File: config.mk
export PLATFORM = sky130hd
export DESIGN_NAME = uart_tx_fifo
export DESIGN_NICKNAME = d
export VERILOG_FILES = /design/src/rtl/uart_tx_fifo.sv
export SDC_FILE = /design/constraint.sdc
export NUM_CORES = 1
export LEC_CHECK = 0
export BUFFER_PORTS_ARGS = -buffer_cell sky130_fd_sc_hd__buf_4
export CORE_ASPECT_RATIO = 0.8
export CORE_MARGIN = 1.5
export CORE_UTILIZATION = 50
export CTS_CLUSTER_DIAMETER = 100
export DETAILED_ROUTE_END_ITERATION = 8
export GPL_ROUTABILITY_DRIVEN = 0
export PLACE_DENSITY_LB_ADDON = 0.3
export REMOVE_ABC_BUFFERS = 1
export SYNTH_ARGS = -nofsm -noshare
export SYNTH_HDL_FRONTEND = slang
export SYNTH_SLANG_ARGS = --single-unit
File: constraint.sdc
create_clock -name clk -period 3.5 [get_ports clk]
set_clock_uncertainty 0.05 [all_clocks]
set_input_delay 0.35 -clock clk [delete_from_list [all_inputs] [get_ports clk]]
set_output_delay 0.35 -clock clk [all_outputs]
set_load 0.01 [all_outputs]
File: src/rtl/uart_tx_fifo.sv
// uart_tx_fifo: byte FIFO feeding a UART frame serialiser with runtime format and CTS gating
module uart_tx_fifo #(
    parameter int FIFO_DEPTH = 16,
    parameter int OVERSAMPLE = 16
) (
    input  logic                          clk,
    input  logic                          rst,
    input  logic [1:0]                    data_bit_num_i,
    input  logic                          parity_en_i,
    input  logic                          parity_type_i,
    input  logic                          stop_bit_num_i,
    input  logic                          wr_en_i,
    input  logic [7:0]                    wr_data_i,
    input  logic                          cts_n,
    input  logic                          tx_tick,
    output logic                          full_o,
    output logic                          empty_o,
    output logic [$clog2(FIFO_DEPTH):0]   level_o,
    output logic                          overflow_o,
    output logic                          busy_o,
    output logic                          tx_done_o,
    output logic                          tx
);
    localparam int AW = $clog2(FIFO_DEPTH);
    localparam int TW = OVERSAMPLE > 1 ? $clog2(OVERSAMPLE) : 1;

    typedef enum logic [2:0] {IDLE, START, DATA, PARITY, STOP} state_t;

    state_t         state;
    logic [7:0]     mem [FIFO_DEPTH];
    logic [AW-1:0]  wr_ptr, rd_ptr;
    logic [AW:0]    count;
    logic           push, pop, bit_end;
    logic [7:0]     head, shreg;
    logic [2:0]     bit_cnt;
    logic [1:0]     nb;
    logic           pe, par_bit, two_stop, stop_cnt;
    logic [TW-1:0]  tick_cnt;

    assign full_o  = count == (AW+1)'(FIFO_DEPTH);
    assign empty_o = count == '0;
    assign level_o = count;
    assign busy_o  = state != IDLE;
    assign push    = wr_en_i && !full_o;
    assign pop     = state == IDLE && !empty_o && !cts_n;
    assign head    = mem[rd_ptr] & (8'hFF >> (2'd3 - data_bit_num_i));
    assign bit_end = tx_tick && tick_cnt == TW'(OVERSAMPLE - 1);

    // FIFO storage, pointers, occupancy and overflow pulse
    always_ff @(posedge clk) begin
        if (rst) begin
            wr_ptr     <= '0;
            rd_ptr     <= '0;
            count      <= '0;
            overflow_o <= 1'b0;
        end else begin
            if (push) begin
                mem[wr_ptr] <= wr_data_i;
                wr_ptr      <= wr_ptr + 1'b1;
            end
            if (pop)
                rd_ptr <= rd_ptr + 1'b1;
            count      <= count + (AW+1)'(push) - (AW+1)'(pop);
            overflow_o <= wr_en_i && full_o;
        end
    end

    // frame serialiser: format is latched at pop so mid-frame input changes wait for the next frame
    always_ff @(posedge clk) begin
        if (rst) begin
            state     <= IDLE;
            tx        <= 1'b1;
            tx_done_o <= 1'b0;
            tick_cnt  <= '0;
            bit_cnt   <= '0;
            shreg     <= '0;
            nb        <= '0;
            pe        <= 1'b0;
            par_bit   <= 1'b0;
            two_stop  <= 1'b0;
            stop_cnt  <= 1'b0;
        end else begin
            tx_done_o <= 1'b0;
            if (state == IDLE) begin
                if (pop) begin
                    shreg    <= head;
                    nb       <= data_bit_num_i;
                    pe       <= parity_en_i;
                    par_bit  <= ^head ^ parity_type_i;
                    two_stop <= stop_bit_num_i;
                    tick_cnt <= '0;
                    bit_cnt  <= '0;
                    stop_cnt <= 1'b0;
                    tx       <= 1'b0;
                    state    <= START;
                end
            end else if (tx_tick) begin
                tick_cnt <= bit_end ? '0 : tick_cnt + TW'(1);
                if (bit_end) begin
                    case (state)
                        START: begin
                            state <= DATA;
                            tx    <= shreg[0];
                        end
                        DATA: begin
                            if (bit_cnt == {1'b0, nb} + 3'd4) begin
                                state <= pe ? PARITY : STOP;
                                tx    <= pe ? par_bit : 1'b1;
                            end else begin
                                bit_cnt <= bit_cnt + 3'd1;
                                shreg   <= shreg >> 1;
                                tx      <= shreg[1];
                            end
                        end
                        PARITY: begin
                            state <= STOP;
                            tx    <= 1'b1;
                        end
                        STOP: begin
                            if (stop_cnt == two_stop) begin
                                state     <= IDLE;
                                tx_done_o <= 1'b1;
                            end else
                                stop_cnt <= 1'b1;
                        end
                        default: state <= IDLE;
                    endcase
                end
            end
        end
    end
endmodule

==> impl_metrics.toml <==
[place]
placed_cells = 678
dp_hpwl_um = 9592
post-place-ws_ns = 0.3922
portBuffers = 28

[routing]
dr_wl_met3_um = 902
wl_um = 14310
drtIter0Drc = 350
top_layer = "met4"
ant_nets = 0
viasPerCell = 5.793
avgRoutedWirePerCell_um = 20.15
met1Wirelength_um = 6749
dr.pass1.iters = 5
drcViolationCount = 0
met2RoutedLength_um = 6490
dr_total_vias = 4113

[cells_and_area]
final_common_cell = "edfxtp_1"
mostFrequentLayoutCells = "edfxtp_1 (128), buf_4 (46), dfxtp_1 (43), nor2_1 (42), nand2_1 (40)"
layout-drive-gt1-share_pct = 22.83
layout.nets = 549
diodes = 0
fin_cells = 710
synthToLayoutAreaGrowth_pct = 14.02
fillCellCount = 1024

[floorplanning]
design.portCount = 29
start_util_pct = 51.89
die-area_um2 = 14990
coreArea_um2 = 13740
die_h_um = 109.8
num_rows = 38
die_w_um = 136.5

[synth]
yosysSeqAreaShare_pct = 66.26
post_synth_num_cell_types = 52
synth_top_family_by_area = "multiplexers"
avgSynthCellArea_um2 = 15.04
synth_compound_area_share_pct = 5.352
synth_mux_area_share_pct = 11.21
async_reset_ff_share_pct = 0
ys_warn_count = 0
synthCells = 474
synth-simple-area-share_pct = 9.265
synth-edff-count = 128
ys_ff_latch = 172
synth-main-ff-cell = "edfxtp_1"
syn_area_um2 = 7131
synth-adder-area-share_pct = 2.562
yosys.area_share.xor_xnor_pct = 2.650

[clock_network]
insertion_delay_ns = 0.43
cts.clk_slew.worst_paths_ns = 0.07
htreeDepth = 4
cts_sinks = 172
cts_resized = 0
post_cts_buffers = 0
tritoncts = "done"
cts_max_path_buffers = 2
postCtsHoldBufs = 0
clockRootBuffer = "clkbuf_16"
cts_made_buffers = 17

[hold_path]
hold_class = "in -> reg"

[timing]
rsz0062_at_grt = "false"
finalSetupTns_ns = 0
slew_headroom_pct = 35.02
period_share_pct = 89.21
finalWorstSetupSlack_ns = 0.3776
worst_pin_slew_ns = 0.9712
hold_viol = 0
setup_violations = 0
max_freq_mhz = 320.3
hold_ws_ns = 0.1271
maxSlewViolCount = 0
fin_crit_ns = 3.122

[global_route]
grt_pass1_wl_um = 22110
overflow = 0
grt_max_degree = 45
grt_pass1_vias = 3881
antenna_found_initial = 0
grt.total_usage_pct = 20.88

[worst_setup_path]
cp_data_arrival_time_ns = 3.44
cp_data_required_time_ns = 3.81
criticalPathCategory = "reg -> reg"
cp-start-kind = "flop"
crit_fanout = 13
end_kind = "flop"

[run_status]
status = "complete, no violations"

[pwr]
power_density_nw_per_um2 = 686.6
total_leakage_power_nw = 2.747
ir_drop_mv = 0.4704

[run]
maxCapViolations = 0
-- Yosys cell counts, types with 2 or more instances --
master     number  share of area [%]
a311oi_2        3               0.63
a2111oi_0       2               0.25
clkbuf_1       10               0.53
xnor2_1        13                1.6
nor3_1         11               0.77
and4_1          3               0.37
mux2i_1         3               0.42
nand2b_1        5               0.44
a311oi_1        3               0.37
mux2_2          2               0.32
xor2_1          6               0.74
nor2_1         42                2.2
or4_1           2               0.21
a21oi_1        19                1.3
ha_1           13                2.3
nand2_1        40                2.1
o21ai_0         8               0.56
inv_1          13               0.68
nand4_1         4               0.35
buf_1           3               0.16
mux4_2         32                 10
dfxtp_1        44                 12
a22oi_1         6               0.63
buf_6           5               0.79
buf_2           4               0.28
nand3_1        17                1.2
nor3b_1         2               0.21
nor2b_1         6               0.53
or3_1           3               0.26
edfxtp_1      128                 54
-- logic make-up after synthesis --
logic type	count (synthesis)
buf+inv	38
flops	172
xor+xnor	20
simple gates	139
fa+ha+maj	14
compound gates	53
mux	38
-- sequential cells by signal, summed over array words and instances, names as in the netlist, 2 cells and up, named ones only --
register	count
nb	2
state	3
level_o	5
wr_ptr	4
rd_ptr	4
mem	128
tick_cnt	4
bit_cnt	3
shreg	8
-- routing by layer --
metal  global-route usage [%]  vias up
met1                    30.97     2071
met3                    6.178       15
li1                         -     1891
met2                    29.61      136
met4                    6.763        0
met5                        0        -
-- report_power, final --
group	total, mW	switching [mW]	leakage (nW)	internal [mW]
clock	1.71	0.797	0.254	0.915
sequential	2.46	0.140	1.51	2.32
combinational	1.41	0.709	0.980	0.696
-- layout make-up --
cell class,instances,area (um^2),share of cell area (%)
timing repair buffer,47,365.4,4.494
multi-input combinational,264,2213,27.22
tap,180,225.2,2.770
clock inverter,15,115.1,1.416
clock buffer,17,425.4,5.232
sequential,172,4726,58.13
inverter,15,60.06,0.7387
-- path summary, 6_finish.rpt --
kind	from	endpoint	slack, ns	cells after the start
max	state[2]	level_o[4]	0.38	12
min reg2reg	shreg[2]	shreg[1]	0.42	2
max reg2reg	state[2]	level_o[4]	0.38	12
min	parity_en_i	pe	0.13	3
-- critical path, cell delays in order (launching register included) --
cell and delay (ns):
dfxtp_1 0.43, nor3_4 0.45, inv_4 0.11, or3_4 0.48
clkinv_2 0.08, ha_1 0.11, inv_1 0.04, ha_1 0.19
fa_1 0.40, a21oi_1 0.15, nor2_1 0.06, or3_1 0.34
a21oi_1 0.14
-- metrics by stage --
stage / area [um^2] / utilization (%) / total power [mW]
3_3_place_gp: 7590 / 55.24 / 3.871
6_report: 8130 / 59.17 / 5.582
2_1_floorplan: 6998 / - / 3.465
5_1_grt: 8130 / 59.17 / 5.865
4_1_cts: 8130 / 59.17 / 5.634
3_5_place_dp: 7590 / 55.24 / 3.919
Note: power is estimated with default switching activity, not from simulation.
